### src/rtl/pipeline_ctrl.sv
// Pipeline hazard/stall controller: prioritised per-cycle event resolution,
// HLT drain sequencing and a saturating stall counter.
module pipeline_ctrl #(
  parameter int unsigned REG_W     = 4,
  parameter int unsigned DRAIN_CYC = 3
) (
  input  logic             clk,
  input  logic             rst,
  input  logic [REG_W-1:0] id_rs,
  input  logic [REG_W-1:0] id_rt,
  input  logic             id_use_rs,
  input  logic             id_use_rt,
  input  logic             ex_memread,
  input  logic [REG_W-1:0] ex_rd,
  input  logic             ex_br_taken,
  input  logic             imiss,
  input  logic             dmiss,
  input  logic             id_halt,
  output logic             pc_en,
  output logic             ifid_en,
  output logic             idex_en,
  output logic             exmem_en,
  output logic             memwb_en,
  output logic             ifid_flush,
  output logic             idex_flush,
  output logic             memwb_flush,
  output logic             halted,
  output logic [15:0]      stall_cnt
);

  localparam int unsigned CNT_W = (DRAIN_CYC > 1) ? $clog2(DRAIN_CYC + 1) : 1;

  typedef enum logic [1:0] {
    RUN,
    DRAIN,
    HALTED
  } state_t;

  state_t           state;
  state_t           state_nxt;
  logic [CNT_W-1:0] drain_cnt;
  logic [CNT_W-1:0] drain_cnt_nxt;

  logic load_use;
  logic ev_dmiss;
  logic ev_br;
  logic ev_lu;
  logic ev_imiss;
  logic ev_halt;

  // Register 0 is hard-wired, so a load targeting it never creates a hazard.
  always_comb begin
    load_use = ex_memread && (ex_rd != '0) &&
               ((id_use_rs && (id_rs == ex_rd)) || (id_use_rt && (id_rt == ex_rd)));
  end

  // One-hot view of the single winning event for this cycle.
  always_comb begin
    ev_dmiss = dmiss;
    ev_br    = !dmiss && ex_br_taken;
    ev_lu    = !dmiss && !ex_br_taken && load_use;
    ev_imiss = !dmiss && !ex_br_taken && !load_use && imiss;
    ev_halt  = !dmiss && !ex_br_taken && !load_use && !imiss && id_halt;
  end

  always_ff @(posedge clk or posedge rst) begin
    if (rst) begin
      state     <= RUN;
      drain_cnt <= '0;
    end else begin
      state     <= state_nxt;
      drain_cnt <= drain_cnt_nxt;
    end
  end

  always_comb begin
    state_nxt     = state;
    drain_cnt_nxt = drain_cnt;
    case (state)
      RUN: begin
        if (ev_halt) begin
          state_nxt     = (DRAIN_CYC == 0) ? HALTED : DRAIN;
          drain_cnt_nxt = CNT_W'(DRAIN_CYC);
        end
      end
      DRAIN: begin
        if (ev_br) begin
          state_nxt     = RUN;
          drain_cnt_nxt = '0;
        end else if (!dmiss) begin
          drain_cnt_nxt = drain_cnt - CNT_W'(1);
          if (drain_cnt == CNT_W'(1)) begin
            state_nxt = HALTED;
          end
        end
      end
      HALTED: begin
        state_nxt = HALTED;
      end
      default: begin
        state_nxt     = RUN;
        drain_cnt_nxt = '0;
      end
    endcase
  end

  always_comb begin
    pc_en       = 1'b0;
    ifid_en     = 1'b0;
    idex_en     = 1'b0;
    exmem_en    = 1'b0;
    memwb_en    = 1'b0;
    ifid_flush  = 1'b0;
    idex_flush  = 1'b0;
    memwb_flush = 1'b0;
    halted      = (state == HALTED);
    if (!rst && (state != HALTED)) begin
      pc_en    = 1'b1;
      ifid_en  = 1'b1;
      idex_en  = 1'b1;
      exmem_en = 1'b1;
      memwb_en = 1'b1;
      if (ev_dmiss) begin
        pc_en       = 1'b0;
        ifid_en     = 1'b0;
        idex_en     = 1'b0;
        exmem_en    = 1'b0;
        memwb_flush = 1'b1;
      end else if (ev_br) begin
        ifid_flush = 1'b1;
        idex_flush = 1'b1;
      end else if (ev_lu) begin
        pc_en      = 1'b0;
        ifid_en    = 1'b0;
        idex_flush = 1'b1;
      end else if (ev_imiss) begin
        pc_en      = 1'b0;
        ifid_flush = 1'b1;
      end else if (ev_halt) begin
        pc_en   = 1'b0;
        ifid_en = 1'b0;
      end
      // While draining, fetch stays frozen unless a taken branch kills the HLT.
      if ((state == DRAIN) && !ev_br) begin
        pc_en   = 1'b0;
        ifid_en = 1'b0;
      end
    end
  end

  always_ff @(posedge clk or posedge rst) begin
    if (rst) begin
      stall_cnt <= '0;
    end else if (!pc_en && (state != HALTED) && (stall_cnt != '1)) begin
      stall_cnt <= stall_cnt + 16'd1;
    end
  end

endmodule

### config.mk
export PLATFORM = sky130hd
export DESIGN_NAME = pipeline_ctrl
export DESIGN_NICKNAME = d
export VERILOG_FILES = /design/src/rtl/pipeline_ctrl.sv
export SDC_FILE = /design/constraint.sdc
export NUM_CORES = 1
export LEC_CHECK = 0
export CAP_MARGIN = 20
export CORE_ASPECT_RATIO = 0.5
export CORE_MARGIN = 2
export CORE_UTILIZATION = 41
export CTS_CLUSTER_SIZE = 28
export DETAILED_ROUTE_END_ITERATION = 7
export HOLD_SLACK_MARGIN = 0.08
export PLACE_DENSITY = 0.78
export REMOVE_ABC_BUFFERS = 1
export SLEW_MARGIN = 20
export SYNTH_ARGS = -nofsm -noshare
export SYNTH_HDL_FRONTEND = slang
export SYNTH_SLANG_ARGS = --single-unit
### constraint.sdc
create_clock -name clk -period 1.9 [get_ports clk]
set_input_delay 0.285 -clock clk [delete_from_list [all_inputs] [get_ports clk]]
set_output_delay 0.285 -clock clk [all_outputs]
set_load 0.005 [all_outputs]
==> results of run 1 <==
==> cell type report <==
| type | instances | share of cell area, % |
|---|---|---|
| Timing Repair Buffer | 89 | 32.8 |
| Multi-Input combinational cell | 95 | 40.1 |
| Inverter | 10 | 1.58 |
| Tap cell | 40 | 2.11 |
| Clock buffer | 4 | 2.32 |
| Sequential cell | 20 | 21.1 |
==> registers in the layout, summed over array words and instances, names as in the netlist <==
| register | count |
|---|---|
| stall_cnt | 16 |
| drain_cnt | 2 |
| state | 2 |
==> worst max-delay path by stage <==
| stage | endpoint | slack [ps] | depth (start not counted) |
|---|---|---|---|
| floorplan | stall_cnt[11] | -720 | 6 |
| global placement | ifid_en | -670 | 8 |
| detailed placement | ifid_en | -760 | 8 |
| CTS | ifid_en | -10 | 8 |
| global route | stall_cnt[1] | -50 | 7 |
| finish | pc_en | 5 | 6 |
==> per-stage QoR <==
| step | power [W] | cell area (µm²) |
|---|---|---|
| detailed placement | 0.00148 | 2110 |
| floorplan | 0.000975 | 1330 |
| global placement | 0.00145 | 2110 |
| global route | 0.00203 | 2370 |
| CTS | 0.00186 | 2320 |
| finish | 0.00191 | 2370 |
==> metal layers <==
layer	vias up	routed length [µm]	GRT usage, %
met4	0	77	4.69
li1	641	-	-
met2	38	2190	44.3
met3	10	124	3.29
met5	-	0	0
met1	651	1630	25.6
==> critical path, stage by stage <==
cell and delay, ps:
dlygate4sd2_1 260, xor2_2 160, nor4_4 380, nor4_4 70, o31a_2 320, buf_2 130
==> where the power goes <==
part	switching [W]	internal, W
Sequential	0.0000737	0.000534
Combinational	0.000425	0.000554
Clock	0.000142	0.000184
==> synth_stat cells, types with 3 or more instances <==
library cell  instances  area share (%)
inv_1                10             2.7
xnor2_1               4             2.5
nand2_1               7             1.9
o21ai_0               3             1.1
a2111oi_4             4             7.9
a211oi_1              4             2.2
dfrtp_1              20              36
nand3_1               8             2.9
nor2_1               10             2.7
xor2_1               19              12
a2111oi_0             6             3.8
==> logic make-up (layout without fill, tap and decap cells) <==
logic type | count (synthesis) | after routing | share of synthesized area, %
adder cells (fa/ha/maj) | 2 | 2 | 1.80
AND/OR/NAND/NOR | 39 | 39 | 16.3
AO/OA/AOI/OAI | 30 | 30 | 23.5
buffers and inverters | 17 | 103 | 6.76
flip-flops | 20 | 20 | 36.0
multiplexers | 1 | 1 | 1.08
XOR/XNOR | 23 | 23 | 14.5
==> timing repair <==
item                                    in CTS  in global routing
gates resized for setup                     81                 16
pin swaps                                   17                 13
setup buffers                                7                  2
endpoints found under the setup margin      26                 16
==> metrics.md, run 1 <==
| Metric | Value |
|---|---|
| Hold Fails Final Rpt | `0` |
| Largest net degree at the start of global routing | `21` |
| Critical Path End Type | `primary output` |
| CP required | `1620 ps` |
| Worst skew pair latency | `260 ps` |
| Number of global-route vias before repair | `1377` |
| Drc violations | `0` |
| CP Max Fanout | `3` |
| Critical Path Start Type | `primary input` |
| Core area | `3120 µm²` |
| Register Area | `500 µm²` |
| Filler cells | `202` |
| Worst Hold Slack | `175 ps` |
| Post-route clock period utilization | `99.7%` |
| Htree depth | `1` |
| FFs w/ async S/R, synth | `100%` |
| Gpl congestion | `0.849` |
| # hold bufs at CTS | `0` |
| Ys Warns | `0` |
| Seq/Total Area, Yosys | `36.0%` |
| Die span in x | `86.3 µm` |
| Primary FF master, synth | `dfrtp_1` |
| Via count | `1340` |
| Detailed Place HPWL | `2780 µm` |
| Synth-to-Final Area Change | `70.5%` |
| Initial antenna violation count | `0` |
| Port bufs | `45` |
| Clock root cell | `clkbuf_8` |
| Starting density of the core | `44.5%` |
| Grt ovf | `0` |
| Post-Route WL | `4020 µm` |
| Util after Layout | `76.0%` |
| Slew of the pin with the lowest slew margin | `399 ps` |
| CP startpoint | `id_rs[3]` |
| Post-synth EDFFs | `0` |
| Slew Viols, Final | `0` |
| Final critical-path required period | `1890 ps` |
| Reg2reg setup slack | `5 ps` |
| Mapped Area | `1390 µm²` |
| Final setup fails | `0` |
| RSZ-0062 raised after global routing | `yes` |
| Worst clock skew | `2.58 ps` |
| Layout cell share with drive strength beyond 1 | `43.1%` |
| Distinct cell type count of the synthesized netlist | `39` |
| Fmax | `528 MHz` |
| CTS buffer count | `3` |
| Max Cap Violations | `0` |
| DR vias/cell | `5.19` |
| Nets | `242` |
| CTS tree | `yes` |
| CP Class | `in -> out` |
| Post-Layout Cell Count | `258` |
| Reg clk slew, reported paths | `70 ps` |
| Die area | `3900 µm²` |
| R2r worst-path depth | `7` |
| First-pass GRT wire length | `6520 µm` |
| First-pass iteration count of the detailed router | `4` |
| Cell Pwr Density | `808 nW/µm²` |
| Clk sink count | `20` |
| WL per Instance | `15.6 µm` |
| R2r endpoint | `stall_cnt[1]` |
| Headroom to the max-slew limit | `73.3%` |
| Detail Route Antenna Nets | `0` |
| Hold Path Class | `in -> async` |
| Status | `finished, final reports clean` |
| Total track usage | `22.1%` |
| RR Startpoint | `stall_cnt[0]` |
| DRT iter0 DRCs | `35` |
| Area of the multi-input gates | `950 µm²` |
| Dpl ws | `-756 ps` |
| Antenna cells | `0` |
| Most common cell after layout, fill and taps aside | `buf_4` |
| Longest Clk Path Bufs | `2` |
| Leak | `1.09 nW` |
| Row count | `14` |
| DP Cell Count | `247` |
| Commonest non-fill, non-tap cells in the layout | `buf_4, clkdlybuf4s50_1, dfrtp_1, xor2_1` |
| Max VDD drop | `0.748 mV` |
| Syn avg cell area | `10.5 µm²` |
| I/O pin cnt | `46` |
| Die Height | `45.2 µm` |
| FF+latch count, synth | `20` |
| Post-Syn Instances | `132` |
| Final worst slack | `5.30 ps` |
| Setup TNS | `0 ps` |
| Worst Path Arrival | `1610 ps` |
Power figures use the tool's default switching activity.
==> run 2: changes to the inputs <==
--- a/config.mk
+++ b/config.mk
@@ -7,13 +7,14 @@
 export LEC_CHECK = 0
 export CAP_MARGIN = 20
 export CORE_ASPECT_RATIO = 0.5
-export CORE_MARGIN = 2
-export CORE_UTILIZATION = 41
+export CORE_UTILIZATION = 50
 export CTS_CLUSTER_SIZE = 28
 export DETAILED_ROUTE_END_ITERATION = 7
+export DONT_BUFFER_PORTS = 1
 export HOLD_SLACK_MARGIN = 0.08
-export PLACE_DENSITY = 0.78
+export PLACE_DENSITY = 0.7
 export REMOVE_ABC_BUFFERS = 1
+export SETUP_SLACK_MARGIN = 0.2
 export SLEW_MARGIN = 20
 export SYNTH_ARGS = -nofsm -noshare
 export SYNTH_HDL_FRONTEND = slang
==> run 2 against run 1 <==
Net effect: hold slack better by 30 ps; critical endpoint is now stall_cnt[1]; via count is 8.6% lower; flip-flop and latch count stayed put; critical path type is now reg -> reg; utilization is 1.0 points higher; global-route usage is 2.6 points higher.
==> metrics.md, run 2 (synthesized netlist as in run 1, its figures left out) <==
| Metric | Value |
|---|---|
| Status | `finished, final reports clean` |
| Hold Fails Final Rpt | `0` |
| Worst skew pair latency | `260 ps` |
| Clk sink count | `20` |
| Gpl congestion | `0.789` |
| Critical Path Start Type | `flip-flop` |
| Most common cell after layout, fill and taps aside | `buf_4` |
| Combinational share of power | `42.7%` |
| DRT iter0 DRCs | `22` |
| Row count | `13` |
| Register name with the most flops | `stall_cnt` |
| Final worst slack | `32.0 ps` |
| Total track usage | `24.7%` |
| DR vias/cell | `5.75` |
| Nets | `200` |
| Core area | `2620 µm²` |
| Leak | `0.883 nW` |
| CP max-delay cell | `dfrtp_1` |
| P_sw | `0.000610 W` |
| Critical Path End Type | `flip-flop` |
| Layout cell share with drive strength beyond 1 | `47.7%` |
| Slew Viols, Final | `0` |
| Crit path top cell by count | `buf_6` |
| CP Max Fanout | `5` |
| CTS buffer count | `3` |
| Final setup fails | `0` |
| Hold Path Cell Cnt | `2` |
| Hold Path Class | `in -> reg` |
| Max FFs per register | `16` |
| Clock root cell | `clkbuf_8` |
| Net Sw Frac | `33.6%` |
| Slowest cell delay on critical path | `370 ps` |
| R2r worst-path depth | `8` |
| Final critical-path required period | `1870 ps` |
| Commonest non-fill, non-tap cells in the layout | `buf_4, dfrtp_1, xor2_1, inv_1, nor2_1` |
| Slew of the pin with the lowest slew margin | `462 ps` |
| Starting density of the core | `53.0%` |
| Critical-path cell list | `ha_2, nand3_2, or2_4, o31ai_4, buf_6, buf_6, a21oi_4, mux2_4` |
| CP Class | `reg -> reg` |
| Antenna cells | `0` |
| First-pass iteration count of the detailed router | `4` |
| Synth-to-Final Area Change | `45.1%` |
| Headroom to the max-slew limit | `68.9%` |
| Worst clock skew | `4.38 ps` |
| Number of global-route vias before repair | `1225` |
| WL per Instance | `17.6 µm` |
| First-pass GRT wire length | `5480 µm` |
| RSZ-0062 raised after global routing | `yes` |
| Flop pwr share | `34.1%` |
| CTS tree | `yes` |
| Max Cap Violations | `0` |
| Htree depth | `1` |
| Clock share of power | `23.2%` |
| Fmax | `535 MHz` |
| I/O pin cnt | `46` |
| Longest Clk Path Bufs | `2` |
| Util after Layout | `77.0%` |
| Largest net degree at the start of global routing | `21` |
| Max VDD drop | `0.665 mV` |
| Regs by FF count | `stall_cnt x16, drain_cnt x2, state x2` |
| Via count | `1225` |
| Port bufs | `0` |
| Die Height | `39.3 µm` |
| Initial antenna violation count | `0` |
| Drc violations | `0` |
| Die area | `3010 µm²` |
| Die span in x | `76.5 µm` |
| Detailed Place HPWL | `2380 µm` |
| Setup TNS | `0 ps` |
| P_int | `0.00121 W` |
| Grt ovf | `0` |
| Detail Route Antenna Nets | `0` |
| Reg clk slew, reported paths | `80 ps` |
| Post-route clock period utilization | `98.3%` |
| Worst Path Arrival | `2010 ps` |
| CP required | `2040 ps` |
| Dpl ws | `-110 ps` |
| Cell Pwr Density | `900 nW/µm²` |
| Post-Route WL | `3750 µm` |
-- run 2: changes by cell type in the layout (fill, tap and decap cells not counted), sizes merged, moves of 2 or more --
cell,delta
dlygate4sd2,-9
clkbuf,-3
dlymetal6s2s,-2
clkdlybuf4s50,-21
clkdlybuf4s15,-5
buf,-5
-- run 2: through the flow --
| stage | hold slack, ps | cell area [µm²] | total power [W] | std cells |
|---|---|---|---|---|
| 6_report | 204 | 2020 | 0.00182 | 213 |
| 5_1_grt | 217 | 2020 | 0.00192 | 213 |
| 4_1_cts | 201 | 1930 | 0.00176 | 210 |
| 3_5_place_dp | 253 | 1640 | 0.00124 | 194 |
| 3_3_place_gp | 237 | 1640 | 0.00121 | 194 |
| 2_1_floorplan | 257 | 1330 | 0.000975 | 125 |
-- run 2: cell type report --
| class | instances | area, µm² |
|---|---|---|
| tap | 37 | 46.3 |
| fill | 160 | 603 |
| clock inverter | 1 | 30.0 |
| sequential | 20 | 500 |
| clock buffer | 3 | 41.3 |
| multi-input combinational | 96 | 968 |
| inverter | 10 | 37.5 |
| timing repair buffer | 46 | 392 |
-- run 2: critical path: cells and delay by family (launching register included) --
family | cells | cell delay [ps]
and+or+nand+nor | 2 | 350
DFF | 1 | 370
buffers and inverters | 2 | 260
AOI/OAI and AO/OA | 2 | 290
muxes | 1 | 300
adders and majority gates | 1 | 190
-- run 2: timing repair --
action / in CTS / in global routing
hold buffers: 1 / 0
resized for setup: 29 / 16
pin swaps: 8 / 3
setup endpoints to repair: 18 / 20
setup buffers: 9 / 3
gates cloned: 2 / 0
hold endpoints to repair: 20 / 0
-- run 2: worst paths after layout --
check / from / endpoint / slack [ps]
worst min register to register: stall_cnt[15] / stall_cnt[15] / 530
worst max register to register: stall_cnt[0] / stall_cnt[1] / 30
max in group asynchronous: rst / stall_cnt[0] / 1110
worst max-delay path: stall_cnt[0] / stall_cnt[1] / 30
worst min-delay path: dmiss / state[0] / 200
min in group asynchronous: rst / state[1] / 580
-- run 2: layer usage --
layer	global-route usage, %	share of wire (%)	up-vias	wire (µm)
li1	-	-	566	-
met1	27.4	42	607	1590
met2	49.5	51	46	1900
met3	6.51	5.7	6	212
met4	5.77	1.3	0	48
met5	0	0	-	0
-- run 2: power by group through the flow --
| stage | Clock [W] | Combinational (W) | Sequential (W) |
|---|---|---|---|
| finish | 0.000421 | 0.000775 | 0.000619 |
| floorplan | 0 | 0.000320 | 0.000654 |
| detailed placement | 0 | 0.000623 | 0.000615 |
| global route | 0.000452 | 0.000835 | 0.000631 |
| global placement | 0 | 0.000604 | 0.000609 |
| CTS | 0.000433 | 0.000716 | 0.000612 |
==> run 3: changes to the inputs <==
--- a/config.mk
+++ b/config.mk
@@ -11,10 +11,12 @@
 export CTS_CLUSTER_SIZE = 28
 export DETAILED_ROUTE_END_ITERATION = 7
 export DONT_BUFFER_PORTS = 1
+export GPL_ROUTABILITY_DRIVEN = 0
 export HOLD_SLACK_MARGIN = 0.08
 export PLACE_DENSITY = 0.7
 export REMOVE_ABC_BUFFERS = 1
 export SETUP_SLACK_MARGIN = 0.2
+export SKIP_CTS_REPAIR_TIMING = 1
 export SLEW_MARGIN = 20
 export SYNTH_ARGS = -nofsm -noshare
 export SYNTH_HDL_FRONTEND = slang
==> run 3 against run 2 <==
Net effect: maximum frequency increased by 2.5%; wire length decreased by 5.2%; non-clock buffer count decreased by 4; flip-flop and latch count unchanged; via count decreased by 3.6%; sequential share of layout area increased by 1.3 points; global-route usage decreased by 4.3 points; die area unchanged.
==> metrics.md, run 3 (synthesized netlist as in run 1, its figures left out) <==
| Metric | Value |
|---|---|
| Status | `finished, final reports clean` |
| Longest Clk Path Bufs | `2` |
| Htree depth | `1` |
| Clk sink count | `20` |
| Slew of the pin with the lowest slew margin | `526 ps` |
| Port bufs | `0` |
| CP max-delay cell | `a2111oi_0` |
| Max Cap Violations | `0` |
| Die area | `3010 µm²` |
| Detailed Place HPWL | `2380 µm` |
| Die span in x | `76.5 µm` |
| DR vias/cell | `5.65` |
| Hold Path Class | `in -> reg` |
| Worst Hold Slack | `204 ps` |
| Headroom to the max-slew limit | `64.1%` |
| Post-route clock period utilization | `95.9%` |
| Die Height | `39.3 µm` |
| Reg clk slew, reported paths | `80 ps` |
| Fmax | `549 MHz` |
| Commonest non-fill, non-tap cells in the layout | `buf_4, dfrtp_1, xor2_1, inv_1, nor2_1` |
| Hold Fails Final Rpt | `0` |
| CTS buffer count | `3` |
| Critical-path cell list | `ha_2, nand3_2, or2_4, buf_4, a2111oi_0, xor2_1` |
| Starting density of the core | `53.0%` |
| Grt ovf | `0` |
| Max FFs per register | `16` |
| Row count | `13` |
| Dpl ws | `-110 ps` |
| Total power | `0.00176 W` |
| Layout cell share with drive strength beyond 1 | `44.8%` |
| Filler cells | `189` |
| Area of the multi-input gates | `908 µm²` |
| First-pass iteration count of the detailed router | `4` |
| Nets | `196` |
| Total track usage | `20.3%` |
| DRT iter0 DRCs | `35` |
| Final critical-path required period | `1820 ps` |
| CP Class | `reg -> reg` |
| Clock root cell | `clkbuf_8` |
| Post-Route WL | `3560 µm` |
| CP required | `2020 ps` |
| Cell Pwr Density | `920 nW/µm²` |
| CP Max Fanout | `5` |
| Slowest cell delay on critical path | `490 ps` |
| WL per Instance | `17.0 µm` |
| Largest net degree at the start of global routing | `21` |
| Antenna cells | `0` |
| Max VDD drop | `0.616 mV` |
| Worst Path Arrival | `1940 ps` |
| Via count | `1181` |
| Most common cell after layout, fill and taps aside | `buf_4` |
| Worst clock skew | `5.14 ps` |
| Worst skew pair latency | `260 ps` |
| Initial antenna violation count | `0` |
| Leak | `0.856 nW` |
| Critical Path End Type | `flip-flop` |
| Register name with the most flops | `stall_cnt` |
| Regs by FF count | `stall_cnt x16, drain_cnt x2, state x2` |
| I/O pin cnt | `46` |
| Slew Viols, Final | `0` |
| Final worst slack | `77.2 ps` |
| Register Area | `500 µm²` |
| Number of global-route vias before repair | `1067` |
| RSZ-0062 raised after global routing | `yes` |
| Detail Route Antenna Nets | `0` |
| Critical Path Start Type | `flip-flop` |
| Final setup fails | `0` |
| First-pass GRT wire length | `4550 µm` |
| Core area | `2620 µm²` |
| Synth-to-Final Area Change | `37.9%` |
| Drc violations | `0` |
| CTS tree | `yes` |
-- run 3: changes by cell type in the layout (fill, tap and decap cells not counted), moves of 2 or more --
cell	change
nand2_2	-2
nand2_1	+2
a2111oi_4	-2
buf_4	-4
-- run 3: metal layers --
metal / vias to the layer above / part of all wire [%] / GRT usage [%]
met3: 8 / 6.7 / 6.28
met4: 0 / 1.9 / 7.69
met5: - / 0 / 0
met2: 47 / 49 / 37.6
met1: 573 / 43 / 23.2
li1: 553 / - / -
-- run 3: power by group --
| group | internal, W | switching, W |
|---|---|---|
| Clock | 0.000281 | 0.000140 |
| Sequential | 0.000533 | 0.0000807 |
| Combinational | 0.000372 | 0.000355 |
| Total | 0.00119 | 0.000576 |
-- run 3: critical path, delay by kind of cell (launching register included) --
kind | cells | cell delay [ps]
fa+ha+maj | 1 | 200
buf+inv | 1 | 180
flops | 1 | 360
compound gates | 1 | 490
simple gates | 2 | 320
xor+xnor | 1 | 140
-- run 3: per-stage QoR --
| stage | TNS [ps] | instances | utilization, % | area (µm²) |
|---|---|---|---|---|
| 2_1_floorplan | -10360 | 125 | - | 1330 |
| 3_5_place_dp | -386 | 194 | 62.8 | 1640 |
| 6_report | 0 | 209 | 73.1 | 1920 |
| 3_3_place_gp | -263 | 194 | 62.8 | 1640 |
| 5_1_grt | -30.9 | 209 | 73.1 | 1920 |
| 4_1_cts | -400 | 198 | 65.5 | 1720 |
-- run 3: worst paths after layout --
kind | cells after the start | from | end | slack (ps)
max in group asynchronous | 3 | rst | stall_cnt[8] | 1100
worst max register to register | 6 | stall_cnt[1] | stall_cnt[14] | 80
worst max-delay path | 6 | stall_cnt[1] | stall_cnt[14] | 80
worst min register to register | 1 | stall_cnt[15] | stall_cnt[15] | 530
min in group asynchronous | 3 | rst | state[0] | 580
worst min-delay path | 2 | dmiss | state[0] | 200
-- run 3: layout make-up --
type | instances | share of cell area, %
Multi-Input combinational cell | 96 | 47.4
Sequential cell | 20 | 26.1
Timing Repair Buffer | 42 | 18.4
Tap cell | 37 | 2.42
Clock buffer | 3 | 2.16
Inverter | 10 | 1.96
Clock inverter | 1 | 1.57
